### src/rtl/par2serial.sv
// par2serial: parallel-to-slice-serial width down-converter.
// A DIN_W-bit word is captured on every LOAD edge (slice counter == 0).
// It is then emitted as RATIO = DIN_W/DOUT_W consecutive DOUT_W-bit slices,
// one per clock. Output order is MSB-first or LSB-first. The design is
// free-running, with no handshake. The output is registered, so there is
// no combinational path from datain to dataout.
module par2serial #(
  parameter int DIN_W     = 16,
  parameter int DOUT_W    = 8,
  parameter int MSB_FIRST = 1
) (
  output logic [DOUT_W-1:0] dataout,
  input  logic [DIN_W-1:0]  datain,
  input  logic              rst,
  input  logic              clk
);

  localparam int RATIO = DIN_W / DOUT_W;
  localparam int CNT_W = (RATIO > 1) ? $clog2(RATIO) : 1;
  localparam logic [CNT_W-1:0] CNT_LAST = CNT_W'(RATIO - 1);
  localparam logic [CNT_W-1:0] CNT_ZERO = {CNT_W{1'b0}};

  // A word that does not split evenly into slices cannot be serialised.
  if (((DIN_W % DOUT_W) != 0) || (DIN_W < DOUT_W)) begin : g_bad_width
    $error("par2serial: DIN_W must be a positive integer multiple of DOUT_W");
  end

  // Return slice number k of a word, counted in emission order.
  function automatic logic [DOUT_W-1:0] slice_of(input logic [DIN_W-1:0] word,
                                                 input int               k);
    int idx;
    idx = (MSB_FIRST != 0) ? (RATIO - 1 - k) : k;
    return word[idx*DOUT_W +: DOUT_W];
  endfunction

  logic [CNT_W-1:0]  r_cnt;
  logic [DIN_W-1:0]  r_shadow;
  logic [DOUT_W-1:0] r_dataout;

  logic              w_load;
  logic [CNT_W-1:0]  w_cnt_nxt;
  logic [DOUT_W-1:0] w_slice;

  // Next counter value, load strobe and the slice to present on the next edge.
  always_comb begin
    w_load    = 1'b0;
    w_cnt_nxt = CNT_ZERO;
    w_slice   = {DOUT_W{1'b0}};
    if (r_cnt == CNT_ZERO) begin
      // The first slice comes straight from datain; later slices come from the shadow copy.
      w_load  = 1'b1;
      w_slice = slice_of(datain, 0);
    end else begin
      w_load  = 1'b0;
      w_slice = slice_of(r_shadow, int'(r_cnt));
    end
    if (r_cnt == CNT_LAST) begin
      w_cnt_nxt = CNT_ZERO;
    end else begin
      w_cnt_nxt = r_cnt + CNT_W'(1);
    end
  end

  // Slice counter, shadow word and output register. Reset wins over everything.
  always_ff @(posedge clk) begin
    if (rst) begin
      r_cnt     <= CNT_ZERO;
      r_shadow  <= {DIN_W{1'b0}};
      r_dataout <= {DOUT_W{1'b0}};
    end else begin
      r_cnt     <= w_cnt_nxt;
      r_dataout <= w_slice;
      if (w_load) begin
        r_shadow <= datain;
      end
    end
  end

  assign dataout = r_dataout;

endmodule

### config.mk
export PLATFORM = sky130hd
export DESIGN_NAME = par2serial
export DESIGN_NICKNAME = d
export VERILOG_FILES = /design/src/rtl/par2serial.sv
export SDC_FILE = /design/constraint.sdc
export NUM_CORES = 1
export LEC_CHECK = 0
export ABC_AREA = 1
export CAP_MARGIN = 5
export CORE_MARGIN = 2
export CORE_UTILIZATION = 38
export DETAILED_ROUTE_END_ITERATION = 7
export GPL_TIMING_DRIVEN = 0
export PLACE_DENSITY = 0.71
export SYNTH_ARGS = -nofsm -noshare
export SYNTH_HDL_FRONTEND = slang
export SYNTH_SLANG_ARGS = --single-unit
export TNS_END_PERCENT = 100
### constraint.sdc
create_clock -name clk -period 2 [get_ports clk]
set_input_delay 0.4 -clock clk [delete_from_list [all_inputs] [get_ports clk]]
set_output_delay 0.4 -clock clk [all_outputs]
set_load 0.05 [all_outputs]
==> results of run 1 <==
## layer usage
layer | track usage [%] | wire length (µm)
met1 | 13.5 | 401
met2 | 20.9 | 544
met3 | 4.26 | 75
met4 | 14.5 | 47
met5 | 0 | 0
## cell type report
class	count	area (µm²)
buffer	4	41.3
clock buffer	3	22.5
clock inverter	1	5.00
fill	142	596
inverter	1	3.75
multi-input combinational	41	193
sequential	17	340
tap	16	20.0
timing repair buffer	25	250
## how the worst min path moves through the flow
| stage | startpoint | to | slack [ns] | depth (start not counted) |
|---|---|---|---|---|
| after floorplan | r_shadow[2] | dataout[2] | 0.44 | 2 |
| after global placement | r_shadow[2] | dataout[2] | 0.45 | 2 |
| after detailed placement | r_shadow[3] | r_shadow[3] | 0.46 | 2 |
| after CTS | r_shadow[3] | dataout[3] | 0.46 | 2 |
| after global routing | r_shadow[3] | dataout[3] | 0.48 | 2 |
| final | r_shadow[3] | dataout[3] | 0.46 | 2 |
## state kept, by name, indices dropped and copies added (netlist names)
register / cells
dataout: 8
r_cnt: 1
r_shadow: 8
## cells in the mapped netlist, drive strengths merged
cell | instances | area share (%)
buf | 4 | 7.1
dfxtp | 17 | 59
inv | 1 | 0.65
nand2 | 32 | 21
nand3 | 8 | 8.7
nor2 | 1 | 3.5
## power by group
part | total [mW] | internal (mW) | leakage (nW) | switching, mW
combinational | 0.141 | 0.0660 | 0.263 | 0.0747
clock | 0.181 | 0.0744 | 0.0177 | 0.106
sequential | 0.369 | 0.362 | 0.141 | 0.00640
## logic make-up (layout without fill, tap and decap cells)
family | count (synthesis) | in the layout | share of synthesized area, %
simple gates | 41 | 41 | 33.3
flops | 17 | 17 | 58.9
buf+inv | 5 | 34 | 7.79
## through the flow
stage	power, mW	utilization (%)	cells	hold slack [ns]
2_1_floorplan	0.455	-	63	0.442
3_3_place_gp	0.517	57.7	104	0.452
3_5_place_dp	0.518	57.7	104	0.456
4_1_cts	0.698	59.5	108	0.464
5_1_grt	0.722	59.5	108	0.481
6_report	0.690	59.5	108	0.459
==> results.txt, run 1 <==
The effective utilization at floorplan is 39.3%. For flop-to-flop paths, the worst setup slack is 1.08 ns. The ratio of routed vias to standard cells came out at 4.47. Summed over all layers, the global routing overflow is 0. The count of max-cap constraint violations is 0. The maximum number of pins on one net before global-route repair came out at 11. The number of cells traversed by the worst register-to-register path is 5. The minimum period implied by the final worst setup slack is 1.82 ns. The critical path goes through clkdlybuf4s50_1. The number of antenna violations at the first check in global routing came out at 0. The worst setup path is launched from a flop.

The placed instance area came out at 848 µm². The startpoint identified for the worst register-to-register timing path is r_cnt. The antenna diode count came out at 0. The starting DRC count in detailed routing came out at 5. The worst slack after detailed placement is 0.507 ns. The detail route stage leaves a number of antenna-violating nets equal to 0. The min-delay analysis places its worst path in the category reg2reg. The mean routed wirelength per cell came out at 9.90 µm.

In this run the worst setup path begins at dataout[6]. The number of CTS-inserted buffers is 3. VDD sags by at most 0.507 mV. The clock skew after layout came out at 0.00587 ns. The power density over the cells came out at 788 nW/µm².

The total number of vias is 483. The share of the clock period used by the worst path after layout came out at 91.1%. The synthesis-stage register bit count is 17. The count of endpoints failing hold in the final timing report is 0.

After floorplanning, the core was sized to cover 1470 µm². The count of final max-slew check failures is 0. The critical path ends at dataout[6].

The clock net sink count is 17. The highest fanout seen on the critical path is 1. The setup total negative slack came out at 0 ns.

The worst setup slack after layout came out at 0.178 ns. CTS placed an instance of sky130_fd_sc_hd__clkbuf_4 at the clock tree root. The overall die height came out at 43 µm. The depth of the critical timing path with buffers and inverters included came out at 1.

The number of H-tree levels came out at 1. The count of buffering cells on the critical path with inverters included came out at 1. The arrival time at the worst endpoint is 1.42 ns. The gate count of the mapped netlist is 63. The clock passes through at most 2 buffers. TritonCTS built the clock tree. The die extent in x is 43 µm. For this run, the detailed router's first-pass iteration total came to 3. The congestion estimate from routability-driven global placement came to 0.690. During I/O placement, the number of pins put on the boundary was 26. The most common cell after layout, fill and taps aside is sky130_fd_sc_hd__nand2_1.

For this design, the slowest cell found on the critical path is sky130_fd_sc_hd__clkdlybuf4s50_1. The layout overhead on the synthesized area came out at 51.5%. The critical setup path kind is reg2out. Setup repair after global routing left no endpoint under its margin.

The first global-routing pass estimated 1.70 mm of wire. In the layout the commonest cells are 31 x sky130_fd_sc_hd__nand2_1, 25 x sky130_fd_sc_hd__clkdlybuf4s50_1, 17 x sky130_fd_sc_hd__dfxtp_1. The insertion delay of the later-clocked pin in the worst-skew pair is 0.29 ns.

The worst setup path is captured at an output port. Counting every net in the synthesized netlist gives 81. The quantity of gates resized following cts is 0.

The layout cell share with drive strength beyond 1 is 14.1%. For this run, design rule violations remaining after detail routing come to 0. The peak per-stage delay on the critical path is 0.80 ns. The count of endpoints failing setup in the final report came out at 0. Global routing consumed, over all layers together, 13.5% of the routing resources. The flow ran to the end, and the final reports show no timing, DRC or antenna violations. The routed design has 1.07 mm of wire. The detailed placement HPWL came out at 759 µm. The worst register-to-register path ends at r_shadow[1]. The count of hold-fix buffers inserted at cts came out at 0. The via count of the first global-routing pass is 432. The number of port buffers is 25. The slew at the pin closest to its max-slew limit is 0.495 ns.

The sequential element share of the synthesized area is 58.9%. The distinct cell type count of the synthesized netlist came out at 9. Measured against its own limit, the worst slew margin works out to 66.9%.

Buffers added to address setup during post-CTS repair amount to 0. Each instance of the synthesized netlist takes up on average 9.18 µm². The static leakage is 0.422 nW.

The maximum clock rate came out at 549 MHz. The count of yosys warnings during synthesis came out at 0. After clock tree synthesis, the clock-pin slew on the worst setup and hold paths is 0.10 ns. For the worst setup path, the data required time is 1.60 ns. The initialized floorplan defines 14 standard-cell rows. The area of all placed cells without fillers came out at 876 µm². The overall die area came out at 1850 µm².

The number of nets in the final layout is 111. The area of the mapped netlist is 578 µm². The cell family contributing the most delay on the critical path is buffers and inverters.
Power figures use the tool's default switching activity.
==> run 2, diff against run 1 <==
--- a/config.mk
+++ b/config.mk
@@ -12,6 +12,7 @@
 export DETAILED_ROUTE_END_ITERATION = 7
 export GPL_TIMING_DRIVEN = 0
 export PLACE_DENSITY = 0.71
+export RECOVER_POWER = 100
 export SYNTH_ARGS = -nofsm -noshare
 export SYNTH_HDL_FRONTEND = slang
 export SYNTH_SLANG_ARGS = --single-unit
==> run 2 against run 1 <==
Effect of this change:
- sequential power about the same
- die area is the same
- via count is 0.83% higher
- largest power group unchanged
- clock power shrank 2%
- worst setup slack got worse by 0.055 ns
==> results.txt, run 2 (same netlist as run 1, synthesis figures left out) <==
The run finished with clean final reports. Signal routing reaches up to met4. The effective utilization at floorplan came out at 39.3% (unchanged). The placed instance area is 848 µm² (unchanged). STA classifies the critical path endpoint as an output port. The signal on the critical path passes through dlygate4sd3_1. The number of CTS-inserted buffers came to 3 (unchanged). The clock net sink count is 17 (unchanged). TritonCTS built the clock tree. The minimum period implied by the final worst setup slack came out at 1.88 ns (+0.0546 ns). The number of antenna violations at the first check in global routing came to 0 (unchanged). The depth of the critical timing path with buffers and inverters included came to 1 (unchanged). The critical setup path kind is reg2out. The count of endpoints failing setup in the final report is 0 (unchanged). The minimum hold slack is 0.460 ns (+0.00166 ns). The count of hold-fix buffers inserted at cts is 0 (unchanged). The number of core rows was 14 (unchanged). The layout cell share with drive strength beyond 1 is 12.0% (-2.2 points). The number of cells traversed by the worst register-to-register path is 5 (unchanged). The highest fanout seen on the critical path is 1 (unchanged).

The starting DRC count in detailed routing came out at 2 (-3). The placer's final routability congestion estimate was 0.690 (unchanged). The quantity of gates resized following cts was 0 (unchanged). The share of the clock period used by the worst path after layout came to 93.8% (+2.7 points). The detailed-route wire length came to 1.07 mm (-0.37%). The clock skew after layout is 0.00612 ns (+0.000245 ns). The maximum number of pins on one net before global-route repair is 11 (unchanged). The count of boundary I/O pins came out at 26 (unchanged). The maximum clock rate came to 533 MHz (-2.9%). The arrival time at the worst endpoint came out at 1.48 ns (+0.06 ns). The sequential power share was 54.5% (+1.1 points).

Leaving out fill and tap cells, the most frequent cell in the layout is sky130_fd_sc_hd__nand2_1. The detailed placement HPWL came out at 759 µm (unchanged). The power density over the cells is 793 nW/µm² (+0.62%). The setup total negative slack came out at 0 ns (unchanged). The mean routed wirelength per cell is 9.86 µm (-0.37%). The count of endpoints failing hold in the final timing report is 0 (unchanged). The global route total overflow was 0 (unchanged). The clock-pin slew reported for the worst setup and hold paths after clock tree synthesis is 0.10 ns (about the same). The relative contribution of combinational cells to total power is 19.3% (-1.1 points).

The count of max-cap constraint violations is 0 (unchanged). The met3 wire length is 70 µm (-6.7%). The number of nets in the final layout came out at 111 (unchanged).

The via count of the first global-routing pass came out at 432 (unchanged). The total number of vias came out at 487 (+0.83%). In this run the clock root is driven by a sky130_fd_sc_hd__clkbuf_4. The residual DRC count is 0 (unchanged). The insertion delay of the later-clocked pin in the worst-skew pair is 0.29 ns (about the same). The iteration count of the initial detailed-routing pass came to 2 (-1). The count of antenna-violating nets left after detailed routing came to 0 (unchanged). The die extent in x came out at 43 µm (unchanged).

The headroom to the max-slew limit is 64.1% (-2.8 points). The hold-critical path depth came to 2 (unchanged). Setup repair after global routing left no endpoint under its margin.

The largest delay contributor family on the critical path is buffers and inverters. In this run the worst hold path is classified as reg2reg. The global-route wire length before repair is 1.70 mm (unchanged).

The static leakage came out at 0.425 nW (+0.77%). The switching power as a share of total power is 26.8% (-0.40 points). The amount of wire on met2 after detailed routing is 533 µm (-2.0%). The number of cells after detailed placement is 104 (unchanged). The number of standard cells in the final layout excluding fillers is 108 (unchanged).

The number of port buffers is 25 (unchanged). The ratio of routed vias to standard cells came out at 4.51 (+0.83%). The overall fraction of global-route tracks in use was 13.5% (unchanged). STA classifies the critical path startpoint as a flop.

The clock share of power came out at 26.2% (about the same). The area growth from synthesis to layout is 47.4%. The area of all placed cells without fillers came out at 852 µm² (-2.7%). The core footprint is 1470 µm² (unchanged). The internal cell power was 0.495 mW (-1.6%).

The endpoint required time on the critical path is 1.60 ns (about the same). The maximum clock path buffer count is 2 (unchanged). The count of buffers added by post-CTS timing repair for setup is 0 (unchanged). The overall die area came out at 1850 µm² (unchanged).

The switching power was 0.181 mW (-3.5%). The library cells used most frequently in the layout, excluding fill and tap cells, are 31 x sky130_fd_sc_hd__nand2_1, 17 x sky130_fd_sc_hd__dfxtp_1, 17 x sky130_fd_sc_hd__clkdlybuf4s50_1. The number of H-tree levels came to 1 (unchanged). The slew at the pin closest to its max-slew limit is 0.536 ns (+0.0414 ns). The antenna diode count is 0 (unchanged).

The slowest stage of the critical path is the sky130_fd_sc_hd__dlygate4sd3_1 cell. The met1 wire length is 414 µm (+3.2%). The worst IR drop on VDD is 0.499 mV (-1.6%). The count of buffering cells on the critical path with inverters included was 1 (unchanged). The overall die height came to 43 µm (unchanged). The peak per-stage delay on the critical path is 0.86 ns (+0.06 ns). The count of final max-slew check failures came out at 0 (unchanged).
==> run 2: final timing paths <==
kind	start	endpoint	slack, ns
setup / recovery	dataout[5]	dataout[5]	0.12
hold / removal	r_shadow[3]	dataout[3]	0.46
setup reg to reg	r_cnt	r_shadow[1]	0.51
hold reg to reg	r_shadow[3]	dataout[3]	0.46
==> run 2: routing by layer <==
metal  vias to the layer above  track usage (%)
li1                        253                -
met1                       214             13.5
met2                        16             20.9
met3                         4             4.26
met4                         0             14.5
met5                         -                0
==> run 2: final cells by class <==
type / instances / area [µm²]
Fill cell: 145 / 619
Multi-Input combinational cell: 41 / 176
Timing Repair Buffer: 25 / 250
Clock inverter: 1 / 5.00
Sequential cell: 17 / 340
Clock buffer: 3 / 22.5
Inverter: 1 / 3.75
Tap cell: 16 / 20.0
Buffer: 4 / 33.8
==> run 2: power groups by stage <==
stage / logic, mW / clock network, mW / registers (mW)
final: 0.130 / 0.177 / 0.368
after global routing: 0.140 / 0.200 / 0.370
after CTS: 0.143 / 0.187 / 0.369
after detailed placement: 0.142 / 0 / 0.376
after global placement: 0.141 / 0 / 0.376
after floorplan: 0.0392 / 0 / 0.416
==> run 2: per-stage QoR <==
stage	power (mW)	setup WS (ns)	utilization (%)
2_1_floorplan	0.455	1.01	-
3_3_place_gp	0.517	0.513	57.7
3_5_place_dp	0.518	0.507	57.7
4_1_cts	0.698	0.165	59.5
5_1_grt	0.711	0.0802	57.9
6_report	0.676	0.124	57.9
